### config.mk
export PLATFORM = sky130hd
export DESIGN_NAME = pc_sequencer
export DESIGN_NICKNAME = d
export VERILOG_FILES = /design/src/rtl/pc_sequencer.sv
export SDC_FILE = /design/constraint.sdc
export NUM_CORES = 1
export LEC_CHECK = 0
export ABC_AREA = 0
export BUFFER_PORTS_ARGS = -buffer_cell sky130_fd_sc_hd__buf_2
export CAP_MARGIN = 10
export CORE_MARGIN = 4
export CORE_UTILIZATION = 50
export DETAILED_ROUTE_END_ITERATION = 10
export PLACE_DENSITY = 0.69
export SYNTH_ARGS = -nofsm -noshare
export SYNTH_HDL_FRONTEND = slang
export SYNTH_SLANG_ARGS = --single-unit
### constraint.sdc
create_clock -name clock_i -period 2.8 [get_ports clock_i]
set_input_delay 0.14 -clock clock_i [delete_from_list [all_inputs] [get_ports clock_i]]
set_output_delay 0.14 -clock clock_i [all_outputs]
set_load 0.05 [all_outputs]
### src/rtl/pc_sequencer.sv
// pc_sequencer: fetch-stage program counter with branch/jump, stall, call/return stack and perf counters
// Ports: clock_i/reset_i (async, active-high); start_i/startadd_i load PC and flush the RAS;
// stall_i freezes all state; ret_i/call_i/jump_i/branchf_i/branchb_i select the redirect,
// target_i is the offset or absolute address; pc_o is the registered PC; ras_empty_o/ras_full_o
// decode the RAS fill level; ras_err_o is the sticky over/underflow flag; icount_o/bcount_o are
// saturating counts of sequential advances and taken redirects.
module pc_sequencer #(
  parameter int AW        = 8,
  parameter int RAS_DEPTH = 4,
  parameter int CNT_W     = 15
) (
  input  logic             clock_i,
  input  logic             reset_i,
  input  logic             start_i,
  input  logic [AW-1:0]    startadd_i,
  input  logic             stall_i,
  input  logic             branchf_i,
  input  logic             branchb_i,
  input  logic             jump_i,
  input  logic             call_i,
  input  logic             ret_i,
  input  logic [AW-1:0]    target_i,
  output logic [AW-1:0]    pc_o,
  output logic             ras_empty_o,
  output logic             ras_full_o,
  output logic             ras_err_o,
  output logic [CNT_W-1:0] icount_o,
  output logic [CNT_W-1:0] bcount_o
);
  localparam int SW = (RAS_DEPTH > 1) ? $clog2(RAS_DEPTH) : 1;
  localparam int CW = $clog2(RAS_DEPTH + 1);
  localparam logic [SW-1:0] SP_MAX   = SW'(RAS_DEPTH - 1);
  localparam logic [CW-1:0] CNT_FULL = CW'(RAS_DEPTH);
  logic [AW-1:0]    r_pc;
  logic [CW-1:0]    r_cnt;
  logic [SW-1:0]    r_sp;
  logic             r_err;
  logic [CNT_W-1:0] r_icnt;
  logic [CNT_W-1:0] r_bcnt;
  logic [AW-1:0]    r_ras [RAS_DEPTH];
  logic [AW-1:0]    w_pc_n;
  logic [AW-1:0]    w_pc_inc;
  logic [CW-1:0]    w_cnt_n;
  logic [SW-1:0]    w_sp_n;
  logic [SW-1:0]    w_sp_inc;
  logic [SW-1:0]    w_sp_dec;
  logic             w_err_n;
  logic             w_push;
  logic             w_seq;
  logic             w_br;
  logic             w_empty;
  logic             w_full;
  assign w_pc_inc = r_pc + AW'(1);
  // r_sp is the next free slot of a circular buffer, so a push when full
  // silently overwrites the oldest entry
  assign w_sp_inc = (r_sp == SP_MAX) ? '0 : r_sp + SW'(1);
  assign w_sp_dec = (r_sp == '0) ? SP_MAX : r_sp - SW'(1);
  assign w_empty  = (r_cnt == '0);
  assign w_full   = (r_cnt == CNT_FULL);
  always_comb begin
    w_pc_n  = r_pc;
    w_cnt_n = r_cnt;
    w_sp_n  = r_sp;
    w_err_n = r_err;
    w_push  = 1'b0;
    w_seq   = 1'b0;
    w_br    = 1'b0;
    if (start_i) begin
      w_pc_n  = startadd_i;
      w_cnt_n = '0;
      w_sp_n  = '0;
      w_err_n = 1'b0;
    end else if (stall_i) begin
      w_pc_n = r_pc;
    end else if (ret_i) begin
      w_pc_n  = w_empty ? w_pc_inc : r_ras[w_sp_dec];
      w_cnt_n = w_empty ? r_cnt : r_cnt - CW'(1);
      w_sp_n  = w_empty ? r_sp : w_sp_dec;
      w_err_n = r_err | w_empty;
      w_seq   = w_empty;
      w_br    = !w_empty;
    end else if (call_i) begin
      w_pc_n  = target_i;
      w_cnt_n = w_full ? r_cnt : r_cnt + CW'(1);
      w_sp_n  = w_sp_inc;
      w_err_n = r_err | w_full;
      w_push  = 1'b1;
      w_br    = 1'b1;
    end else if (jump_i) begin
      w_pc_n = target_i;
      w_br   = 1'b1;
    end else if (branchf_i) begin
      w_pc_n = r_pc + target_i;
      w_br   = 1'b1;
    end else if (branchb_i) begin
      w_pc_n = r_pc - target_i;
      w_br   = 1'b1;
    end else begin
      w_pc_n = w_pc_inc;
      w_seq  = 1'b1;
    end
  end
  always_ff @(posedge clock_i or posedge reset_i) begin
    if (reset_i) begin
      r_pc   <= '0;
      r_cnt  <= '0;
      r_sp   <= '0;
      r_err  <= 1'b0;
      r_icnt <= '0;
      r_bcnt <= '0;
    end else begin
      r_pc   <= w_pc_n;
      r_cnt  <= w_cnt_n;
      r_sp   <= w_sp_n;
      r_err  <= w_err_n;
      r_icnt <= (w_seq && r_icnt != '1) ? r_icnt + CNT_W'(1) : r_icnt;
      r_bcnt <= (w_br && r_bcnt != '1) ? r_bcnt + CNT_W'(1) : r_bcnt;
    end
  end
  // stack contents need no reset; only the count and pointer define validity
  always_ff @(posedge clock_i) begin
    if (w_push) r_ras[r_sp] <= w_pc_inc;
  end
  assign pc_o        = r_pc;
  assign ras_empty_o = w_empty;
  assign ras_full_o  = w_full;
  assign ras_err_o   = r_err;
  assign icount_o    = r_icnt;
  assign bcount_o    = r_bcnt;
endmodule

==> Flow_metrics.wiki <==
{| class="wikitable"
! Metric !! Value
|-
| GR Util All Layers || between 20% and 30%
|-
| Setup Total Neg Slack || 0 ps
|-
| HPWL Detailed || approximately 8400 um
|-
| Status || finished with violations
|-
| Slew margin rel. || between 30% and 40%
|-
| Sequential area share after synthesis || 45.27%
|-
| Overflow left after global routing || 0
|-
| Count of routing violations after the opening detailed-route iteration || around 160
|-
| Synthesized instance count || 440
|-
| Cell family contributing the most delay on the critical path || compound AO/OA/AOI/OAI gates
|-
| Antenna Nets Post-Route || 0
|-
| Root buf cell || sky130_fd_sc_hd__clkbuf_8
|-
| Number of max-slew violations in the final report || 0
|-
| IO Pins || between 60 and 70
|-
| Number of setup buffers added after CTS || 0
|-
| Hold Crit Class || input port to asynchronous set/reset pin
|-
| Most used DFF post-synth || sky130_fd_sc_hd__dfrtp_1
|-
| Total Die Area || around 0.011 sq mm
|-
| Setup repair after global routing missed its margin || no
|-
| Measured slew at the worst slew-check pin || about 960 ps
|-
| Worst endpoint required time || approximately 3100 ps
|-
| Average instance area after synthesis || roughly 10 sq um
|-
| Leading area contributor after synthesis || sky130_fd_sc_hd__dfrtp_1
|-
| Post-synth net total || around 490
|-
| Weighted congestion reported at the end of routability-driven placement || about 1
|-
| Post-detailed-route via-to-cell ratio || slightly below 6
|-
| Hold violation total from the final report || 8
|-
| Post-route setup slack || 295.0 ps
|-
| Die Y || 103.4 um
|-
| Number of vias in the routed layout || 3631
|-
| Number of placement rows || 34
|-
| Count of max-cap constraint violations || 0
|-
| Switching power total || 1.608 mW
|-
| Placement Setup Slack || between 300 and 400 ps
|-
| Share of Yosys cell area claimed by the top area cell type || 24.18%
|-
| Unique masters post-synth || 60
|-
| Yosys synthesis warning count || 0
|-
| Leakage power figure || ~2.3 nW
|-
| Critical Path Sink Type || flip-flop
|-
| Setup Skew || around 4.4 ps
|-
| Layout area overhead || 15.74%
|-
| Highest ir drop seen on vdd || 0.0007168 V
|-
| Setup Crit Path Kind || flip-flop to flip-flop
|-
| Combinational Power Share || between 30% and 40%
|-
| Biggest cell delay along the critical path || 470 ps
|-
| Global-route wire length before repair || ~19000 um
|-
| Achievable clock frequency || approximately 0.4 GHz
|-
| Commonest cells in the synthesized netlist || 44 x sky130_fd_sc_hd__dfrtp_1, 38 x sky130_fd_sc_hd__nand2_1, 32 x sky130_fd_sc_hd__edfxtp_1, 32 x sky130_fd_sc_hd__nor2_1
|-
| CTS buffer count || 9
|-
| Yosys reg bits || 76
|-
| Stages on the worst setup path || 10
|-
| Cell area after layout || between 0.005 and 0.006 sq mm
|-
| Sequential group share of total power || 36.1%
|-
| Total placed instance area || around 0.005 sq mm
|-
| CTS tree || done
|-
| Net Sw Frac || between 30 and 40%
|-
| Total of cells resized after clock tree synthesis || 0
|-
| Nets || between 500 and 600
|-
| First-pass DRT Iterations || 5
|-
| Internal power consumption || 2.415 mW
|-
| Total Power Consumption || just over 4 mW
|-
| CORE AREA || 0.008806 sq mm
|-
| Endpoints failing setup || 0
|-
| Total power per unit cell area || about 760 mW/mm^2
|-
| Ratio of cells with drive above 1 in the final layout || a little under a quarter
|-
| Cell with the most instances on the worst path || sky130_fd_sc_hd__inv_1
|-
| Average wire per cell in the routed design || between 15 and 20 um
|-
| Pin count of the biggest net entering global routing || 45
|-
| Count of buffer and inverter cells on the critical path || 2
|-
| Worst EP arrival || roughly 2800 ps
|-
| Starting utilization of the core area || 51.72%
|-
| Final cell utilization of the core || 59.86%
|-
| Max FO, Critical Path || 7
|-
| Part of the cycle the worst path needs || 89.47%
|-
| Total wire length after detailed routing || approximately 11000 um
|-
| Horizontal die dimension || between 100 and 150 um
|-
| Most area-consuming cells after synthesis || sky130_fd_sc_hd__dfrtp_1 24%, sky130_fd_sc_hd__edfxtp_1 21%, sky130_fd_sc_hd__ha_1 5.8%
|-
| H-Tree Level Count || 3
|-
| Number of I/O port buffers || between 60 and 70
|-
| Post-CTS Hold Fix Bufs || 0
|-
| Insertion delay of the later-clocked pin in the worst-skew pair || 360 ps
|-
| Slowest cell on crit path || sky130_fd_sc_hd__dfrtp_1
|-
| Clock buffer depth || 2
|-
| TritonCTS Sinks || between 70 and 80
|-
| Cells traversed along the worst timing path || inv_1 -> ha_1 -> inv_1 -> fa_1 -> xnor2_1 -> mux2i_1 -> nor2_1 -> a2111oi_0 -> a21oi_1 -> a211oi_1
|-
| Clock-pin slew on the worst setup and hold paths || ~90 ps
|-
| Leading cell type by number of instances after synthesis || sky130_fd_sc_hd__dfrtp_1
|-
| Initial antenna violation count || 0
|-
| Fill cells || between 700 and 800
|-
| DR DRC count || 0
|-
| Violated checks || negative hold slack
|-
| Inserted Diodes || 0
|-
| Depth of the worst register-to-register path || 10
|-
| Post-synth design cell area || approximately 0.0046 sq mm
|-
| Post-synth ARST share || a little under 60%
|-
| Final-layout worst hold slack || -2.493 ps
|-
| Number of global-route vias before repair || approximately 3700
|-
| Period minus WS final || approximately 2500 ps
|-
| Share of power burned in the clock network || 26.7%
|-
| Post-synth EDFFs || 32
|-
| Startpoint class of the critical path || flip-flop
|}
## power groups by stage
stage	combinational, mW	sequential (mW)	clock (mW)
6_report	1.50	1.45	1.07
5_1_grt	1.63	1.48	1.14
4_1_cts	1.51	1.45	1.10
3_5_place_dp	1.50	1.47	0
3_3_place_gp	1.48	1.47	0
2_1_floorplan	0.786	1.80	0
## flip-flops by register name, indices dropped and copies added, names as in the netlist
signal and count:
r_cnt 3, bcount_o 15, ras_err_o 1, r_sp 2
pc_o 8, r_ras 32, icount_o 15
## routing by layer
metal | track usage [%] | routed length, um | vias up
met5 | 0 | 0 | -
met4 | 8.267 | 259 | 0
met3 | 5.231 | 813 | 25
met2 | 37.01 | 5347 | 143
met1 | 29.93 | 4917 | 1725
li1 | - | - | 1738
## metrics by stage
| stage | cells | hold WS (ps) |
|---|---|---|
| 2_1_floorplan | 440 | 261.0 |
| 3_3_place_gp | 607 | 352.6 |
| 3_5_place_dp | 607 | 372.3 |
| 4_1_cts | 623 | 0.6744 |
| 5_1_grt | 623 | 25.73 |
| 6_report | 623 | -2.493 |
## area by class of cell
type	count	area, sq um	share of cell area (%)
multi-input combinational	316	2292	43.48
sequential	76	2062	39.12
timing repair buffer	77	415.4	7.880
tap	108	135.1	2.563
clock inverter	7	127.6	2.421
clock buffer	9	123.9	2.350
inverter	30	115.1	2.184
## path summary, 6_finish.rpt
kind / startpoint / end / slack [ps]
max in group asynchronous: reset_i / pc_o[1] / 2220
min in group clock_i: startadd_i[4] / pc_o[4] / 10
worst min-delay path: reset_i / icount_o[1] / -2
worst max-delay path: pc_o[0] / pc_o[2] / 290
worst min register to register: icount_o[10] / icount_o[10] / 490
worst max register to register: pc_o[0] / pc_o[2] / 290
## cell usage in the layout, fill, tap and decap left out, types with 15 or more instances in the layout
cell type and instances:
sky130_fd_sc_hd__nand2_1 38, sky130_fd_sc_hd__inv_1 28, sky130_fd_sc_hd__nor2_1 32, sky130_fd_sc_hd__dfrtp_1 44, sky130_fd_sc_hd__buf_2 65, sky130_fd_sc_hd__a21oi_1 29
sky130_fd_sc_hd__xnor2_1 25, sky130_fd_sc_hd__nand3_1 15, sky130_fd_sc_hd__edfxtp_1 32, sky130_fd_sc_hd__ha_1 21
## kinds of logic after synthesis
logic type	after synthesis	share of synthesized area, %
compound gates	89	13.38
xor+xnor	36	7.253
fa+ha+maj	24	7.088
buf+inv	48	4.396
flops	76	45.27
mux	17	6.044
simple gates	150	16.57
Power figures use the tool's default switching activity.
